`config.mk`:
```
export PLATFORM = sky130hd
export DESIGN_NAME = universal_shift_sequencer_flat
export DESIGN_NICKNAME = d
export VERILOG_FILES = /design/src/rtl/universal_shift_sequencer_if.sv /design/src/rtl/universal_shift_sequencer.sv /design/src/flat_wrapper.sv
export SDC_FILE = /design/constraint.sdc
export NUM_CORES = 1
export LEC_CHECK = 0
export BUFFER_PORTS_ARGS = -buffer_cell sky130_fd_sc_hd__clkbuf_2
export CELL_PAD_IN_SITES_DETAIL_PLACEMENT = 0
export CELL_PAD_IN_SITES_GLOBAL_PLACEMENT = 2
export CORE_MARGIN = 4
export CORE_UTILIZATION = 40
export CTS_BUF_LIST = sky130_fd_sc_hd__clkbuf_2
export DETAILED_ROUTE_END_ITERATION = 6
export PLACE_DENSITY_LB_ADDON = 0.1
export SETUP_SLACK_MARGIN = 0.5
export SYNTH_ARGS = -nofsm -noshare
export SYNTH_HDL_FRONTEND = slang
export SYNTH_SLANG_ARGS = --single-unit
```
`constraint.sdc`:
```
create_clock -name clk -period 4.3 [get_ports clk]
set_input_delay 1.29 -clock clk [delete_from_list [all_inputs] [get_ports clk]]
set_output_delay 1.29 -clock clk [all_outputs]
set_load 0.01 [all_outputs]
```
`src/rtl/universal_shift_sequencer_if.sv`:
```
// Request/result bundle for the universal shift sequencer.
// master drives the operation request; slave returns register state and status.
interface universal_shift_sequencer_if #(
  parameter int unsigned WIDTH = 8,
  parameter int unsigned AW    = 4
);
  logic             start;
  logic [2:0]       mode;
  logic [AW-1:0]    amount;
  logic [WIDTH-1:0] d;
  logic             ser_in;
  logic [WIDTH-1:0] q;
  logic             busy;
  logic             done;
  logic             sout_l;
  logic             sout_r;

  modport master (
    output start, mode, amount, d, ser_in,
    input  q, busy, done, sout_l, sout_r
  );

  modport slave (
    input  start, mode, amount, d, ser_in,
    output q, busy, done, sout_l, sout_r
  );
endinterface

```
`src/rtl/universal_shift_sequencer.sv`:
```
// Multi-step shift/rotate/load register: an accepted request is executed as a
// sequence of single-bit steps, one per clock, followed by a one-cycle done pulse.
module universal_shift_sequencer #(
  parameter int unsigned WIDTH = 8,
  parameter int unsigned INIT  = 1,
  parameter int unsigned AW    = 4
) (
  input logic                      clk,
  input logic                      rst,
  universal_shift_sequencer_if.slave bus
);

  localparam logic [2:0] M_HOLD = 3'd0;
  localparam logic [2:0] M_SHL  = 3'd1;
  localparam logic [2:0] M_SHR  = 3'd2;
  localparam logic [2:0] M_ROL  = 3'd3;
  localparam logic [2:0] M_ROR  = 3'd4;
  localparam logic [2:0] M_LOAD = 3'd5;
  localparam logic [2:0] M_ASR  = 3'd6;
  localparam logic [2:0] M_RSVD = 3'd7;

  typedef enum logic [1:0] {IDLE, RUN, DONE} state_t;

  state_t           state;
  logic [2:0]       op_mode;
  logic [AW-1:0]    count;
  logic             op_ser;
  logic [WIDTH-1:0] op_d;
  logic [WIDTH-1:0] q;
  logic             busy;
  logic             done;
  logic             sout_l;
  logic             sout_r;

  logic [WIDTH-1:0] step_q;
  logic             step_sl;
  logic             step_sr;

  assign bus.q      = q;
  assign bus.busy   = busy;
  assign bus.done   = done;
  assign bus.sout_l = sout_l;
  assign bus.sout_r = sout_r;

  // Result of applying one step of the latched operation to the current register.
  always_comb begin
    step_q  = q;
    step_sl = sout_l;
    step_sr = sout_r;
    case (op_mode)
      M_SHL: begin
        step_q  = {q[WIDTH-2:0], op_ser};
        step_sl = q[WIDTH-1];
      end
      M_SHR: begin
        step_q  = {op_ser, q[WIDTH-1:1]};
        step_sr = q[0];
      end
      M_ROL: begin
        step_q  = {q[WIDTH-2:0], q[WIDTH-1]};
        step_sl = q[WIDTH-1];
      end
      M_ROR: begin
        step_q  = {q[0], q[WIDTH-1:1]};
        step_sr = q[0];
      end
      M_ASR: begin
        step_q  = {q[WIDTH-1], q[WIDTH-1:1]};
        step_sr = q[0];
      end
      M_LOAD:  step_q = op_d;
      default: step_q = q;
    endcase
  end

  always_ff @(posedge clk or posedge rst) begin
    if (rst) begin
      state   <= IDLE;
      op_mode <= M_HOLD;
      count   <= '0;
      op_ser  <= 1'b0;
      op_d    <= '0;
      q       <= WIDTH'(INIT);
      busy    <= 1'b0;
      done    <= 1'b0;
      sout_l  <= 1'b0;
      sout_r  <= 1'b0;
    end else begin
      case (state)
        RUN: begin
          q      <= step_q;
          sout_l <= step_sl;
          sout_r <= step_sr;
          count  <= count - AW'(1);
          if (count == AW'(1)) begin
            state <= DONE;
            busy  <= 1'b0;
            done  <= 1'b1;
          end
        end
        default: begin
          // IDLE and DONE both accept a request, allowing back-to-back operations.
          state <= IDLE;
          busy  <= 1'b0;
          done  <= 1'b0;
          if (bus.start) begin
            op_mode <= bus.mode;
            op_ser  <= bus.ser_in;
            op_d    <= bus.d;
            if (bus.mode == M_LOAD) begin
              count <= AW'(1);
              state <= RUN;
              busy  <= 1'b1;
            end else if (bus.mode == M_HOLD || bus.mode == M_RSVD || bus.amount == '0) begin
              count <= '0;
              state <= DONE;
              done  <= 1'b1;
            end else begin
              count <= bus.amount;
              state <= RUN;
              busy  <= 1'b1;
            end
          end
        end
      endcase
    end
  end

endmodule

```
`src/flat_wrapper.sv`:
```
// flat-port wrapper written by rule: the top's interface ports become plain ports
module universal_shift_sequencer_flat 
#(
  parameter int unsigned WIDTH = 8,
  parameter int unsigned INIT  = 1,
  parameter int unsigned AW    = 4
)
  (clk, rst, bus_start, bus_mode, bus_amount, bus_d, bus_ser_in, bus_q, bus_busy, bus_done, bus_sout_l, bus_sout_r);
  universal_shift_sequencer_if #(.WIDTH(WIDTH), .AW(AW)) bus_i ();
  input logic clk;
  input logic rst;
  input wire logic [$bits(bus_i.start)-1:0] bus_start;
  input wire logic [$bits(bus_i.mode)-1:0] bus_mode;
  input wire logic [$bits(bus_i.amount)-1:0] bus_amount;
  input wire logic [$bits(bus_i.d)-1:0] bus_d;
  input wire logic [$bits(bus_i.ser_in)-1:0] bus_ser_in;
  output wire logic [$bits(bus_i.q)-1:0] bus_q;
  output wire logic [$bits(bus_i.busy)-1:0] bus_busy;
  output wire logic [$bits(bus_i.done)-1:0] bus_done;
  output wire logic [$bits(bus_i.sout_l)-1:0] bus_sout_l;
  output wire logic [$bits(bus_i.sout_r)-1:0] bus_sout_r;
  assign bus_i.start = bus_start;
  assign bus_i.mode = bus_mode;
  assign bus_i.amount = bus_amount;
  assign bus_i.d = bus_d;
  assign bus_i.ser_in = bus_ser_in;
  assign bus_q = bus_i.q;
  assign bus_busy = bus_i.busy;
  assign bus_done = bus_i.done;
  assign bus_sout_l = bus_i.sout_l;
  assign bus_sout_r = bus_i.sout_r;
  universal_shift_sequencer #(.WIDTH(WIDTH), .INIT(INIT), .AW(AW)) u_core (.clk(clk), .rst(rst), .bus(bus_i));
endmodule
```
==> run metrics <==
Hold Path Sink u_core.bus.busy; nets@finish 199; Tmin final 2430 ps; CP Data Required Time 3010 ps; DP Area 0.00182 mm^2; Initial DRT Pass Iterations 6; Worst Path Buf+Inv 1; # placed instances 221; Initial DRC Count 89; Crit path arrival time 1140 ps; Setup Viol. Count Final 0; leading post-synthesis cells by cell area dfrtp_1 (42%), mux2_2 (9.5%), mux2_4 (5.4%); Max clock buf depth 2; cts-stage hold buffer count 0; Synth Instances 150; CP peak stage delay 620 ps; die area 0.00525 mm^2; WL final 3670 um; post-route setup slack 1870 ps; Die Y 72.5 um; reg2reg end u_core.bus.q[1]; delay-heaviest family, CP flip-flops; Reg-to-Reg Start u_core.op_mode[0]; Post-CTS Setup Inserts 0; routability cong. 0.822; maximum fanout along the worst path 6; cell accounting for the most synthesized area dfrtp_1; Worst Setup Start Kind flop; total grt overflow 0; Post-synth EDFFs 0; global-route wire length before repair 6150 um; measured slew at the worst slew-check pin 1100 ps; layout cells sized above 1 37.4%; htree depth 2; DP HPWL 2590 um; initial cell density of the core 41.6%; Worst setup EP type primary output; Slew HR 26.7%; clock latency on the worst-skew pair 360 ps; CTS tree yes; WP depth 1; Netlist cell types 43; Hold Path Class flop to flop; hold depth 1; via count 1257; final instance area 0.00188 mm^2; final hold violation count 0; r2r worst-path depth 3; syn avg cell area 11.1 um^2; Clock Sink Count 29; CTS clk-pin slew, worst paths 160 ps; Total GRT Usage 15.3%; # resized after CTS 0; clk_skew 14.2 ps; IO buf count 30; HP Start u_core.bus.busy; Core Box Area 0.00400 mm^2; vias per cell 5.49; Final ANT Viol Nets 0; # IOs 31; register bit total from synthesis 29; fin. max-slew vios 0; Place WS 1780 ps; Die Wd 72.5 um; antenna violations before repair 0; non-filler cells, final 229; MaxCap Viol Count 0; register area share after synthesis 43.7%; Critical-path top delay cell dfstp_2; largest net degree at the start of global routing 30; status finished, final reports clean; hold slack final 508 ps; critical-path cell list clkbuf_2; Setup Total Neg Slack 0 ps; Synth-to-Final Area Change 13.1%; routed wire length per instance 16.0 um; Post-synth top cells dfrtp_1 (28), mux2_2 (14), a21oi_1 (13); fin crit share 56.4%; vias in the first global route 1269; # diodes 0; r2r setup slk 2300 ps; drc violations 0; leakage power 0.000856 uW; RSZ-0062 raised after global routing no; Post-Syn Area 0.00166 mm^2; CTS root buffer clkbuf_2; most common cell in the netlist dfrtp_1; Syn Nets 171; worst vdd rail ir drop 267 uV; f_max 412 MHz; FFs w/ async S/R, synth 100%; crit path kind flop to primary output; Rows 23; Main synth FF type dfrtp_1; YS warnings 0; P per Cell Area 841 mW/mm^2; Synth top area share 42.1%; TritonCTS Buffers 5
==> sequential cells by signal, summed over array words and instances (netlist names) <==
name / cells
u_core.bus.busy: 1
u_core.state: 1
u_core.bus.done: 1
u_core.op_d: 8
u_core.count: 4
u_core.bus.q: 8
u_core.op_ser: 1
u_core.bus.sout_r: 1
u_core.op_mode: 3
u_core.bus.sout_l: 1
==> worst max-delay path by stage <==
stage                     from         endpoint  slack [ps]
5_1_grt        u_core.bus.q[0]         bus_q[0]        1770
2_1_floorplan    bus_amount[1]  u_core.state[0]        1930
4_1_cts        u_core.bus.q[0]         bus_q[0]        1840
3_5_place_dp     bus_amount[1]  u_core.state[0]        1780
6_report       u_core.bus.q[0]         bus_q[0]        1870
3_3_place_gp     bus_amount[1]  u_core.state[0]        1790
==> cell type report <==
type                            instances  area, um^2
Clock buffer                            6        30.0
Clock inverter                          2        33.8
Fill cell                             382        2120
Inverter                                4        15.0
Multi-Input combinational cell        108         862
Sequential cell                        29         727
Tap cell                               50        62.6
Timing Repair Buffer                   30         150
==> cells by family after synthesis <==
group	share of synthesized area, %
muxes	19.7
AOI/OAI and AO/OA	16.1
and+or+nand+nor	14.5
adders and majority gates	1.50
DFF	43.7
buffers and inverters	4.44
==> placed cells by master, fill, tap and decap left out, types with 4 or more instances in the layout <==
master	n
dfrtp_1	28
mux2i_1	8
clkbuf_2	36
nor2b_1	4
o22ai_1	5
nand2_1	6
nor2_1	9
mux2_4	6
mux2_2	14
inv_1	4
o2bb2ai_1	4
a21oi_1	13
==> metal layers <==
metal	up-vias	GRT usage (%)	wire [um]
met5	-	0	0
met2	27	22.1	1690
met3	2	6.09	188
met1	613	21.2	1770
li1	615	-	-
met4	0	3.89	13
==> stage by stage <==
step / total power [uW] / util [%]
after floorplan: 1220 / -
after global placement: 1370 / 45.4
after detailed placement: 1400 / 45.4
after CTS: 1600 / 47.0
after global routing: 1720 / 47.0
final: 1580 / 47.0
==> power breakdown <==
group | internal (uW) | switching (uW) | leakage [uW] | total, uW
sequential | 416 | 205 | 0.000340 | 621
combinational | 423 | 343 | 0.000476 | 766
clock | 99.3 | 94.3 | 0.0000406 | 194
==> worst register-to-register path, delay by kind of cell (launching register included) <==
kind	cells	cell delay, ps
multiplexers	1	340
flip-flops	1	910
AND/OR/NAND/NOR	2	650
Note: power is estimated with default switching activity, not from simulation.
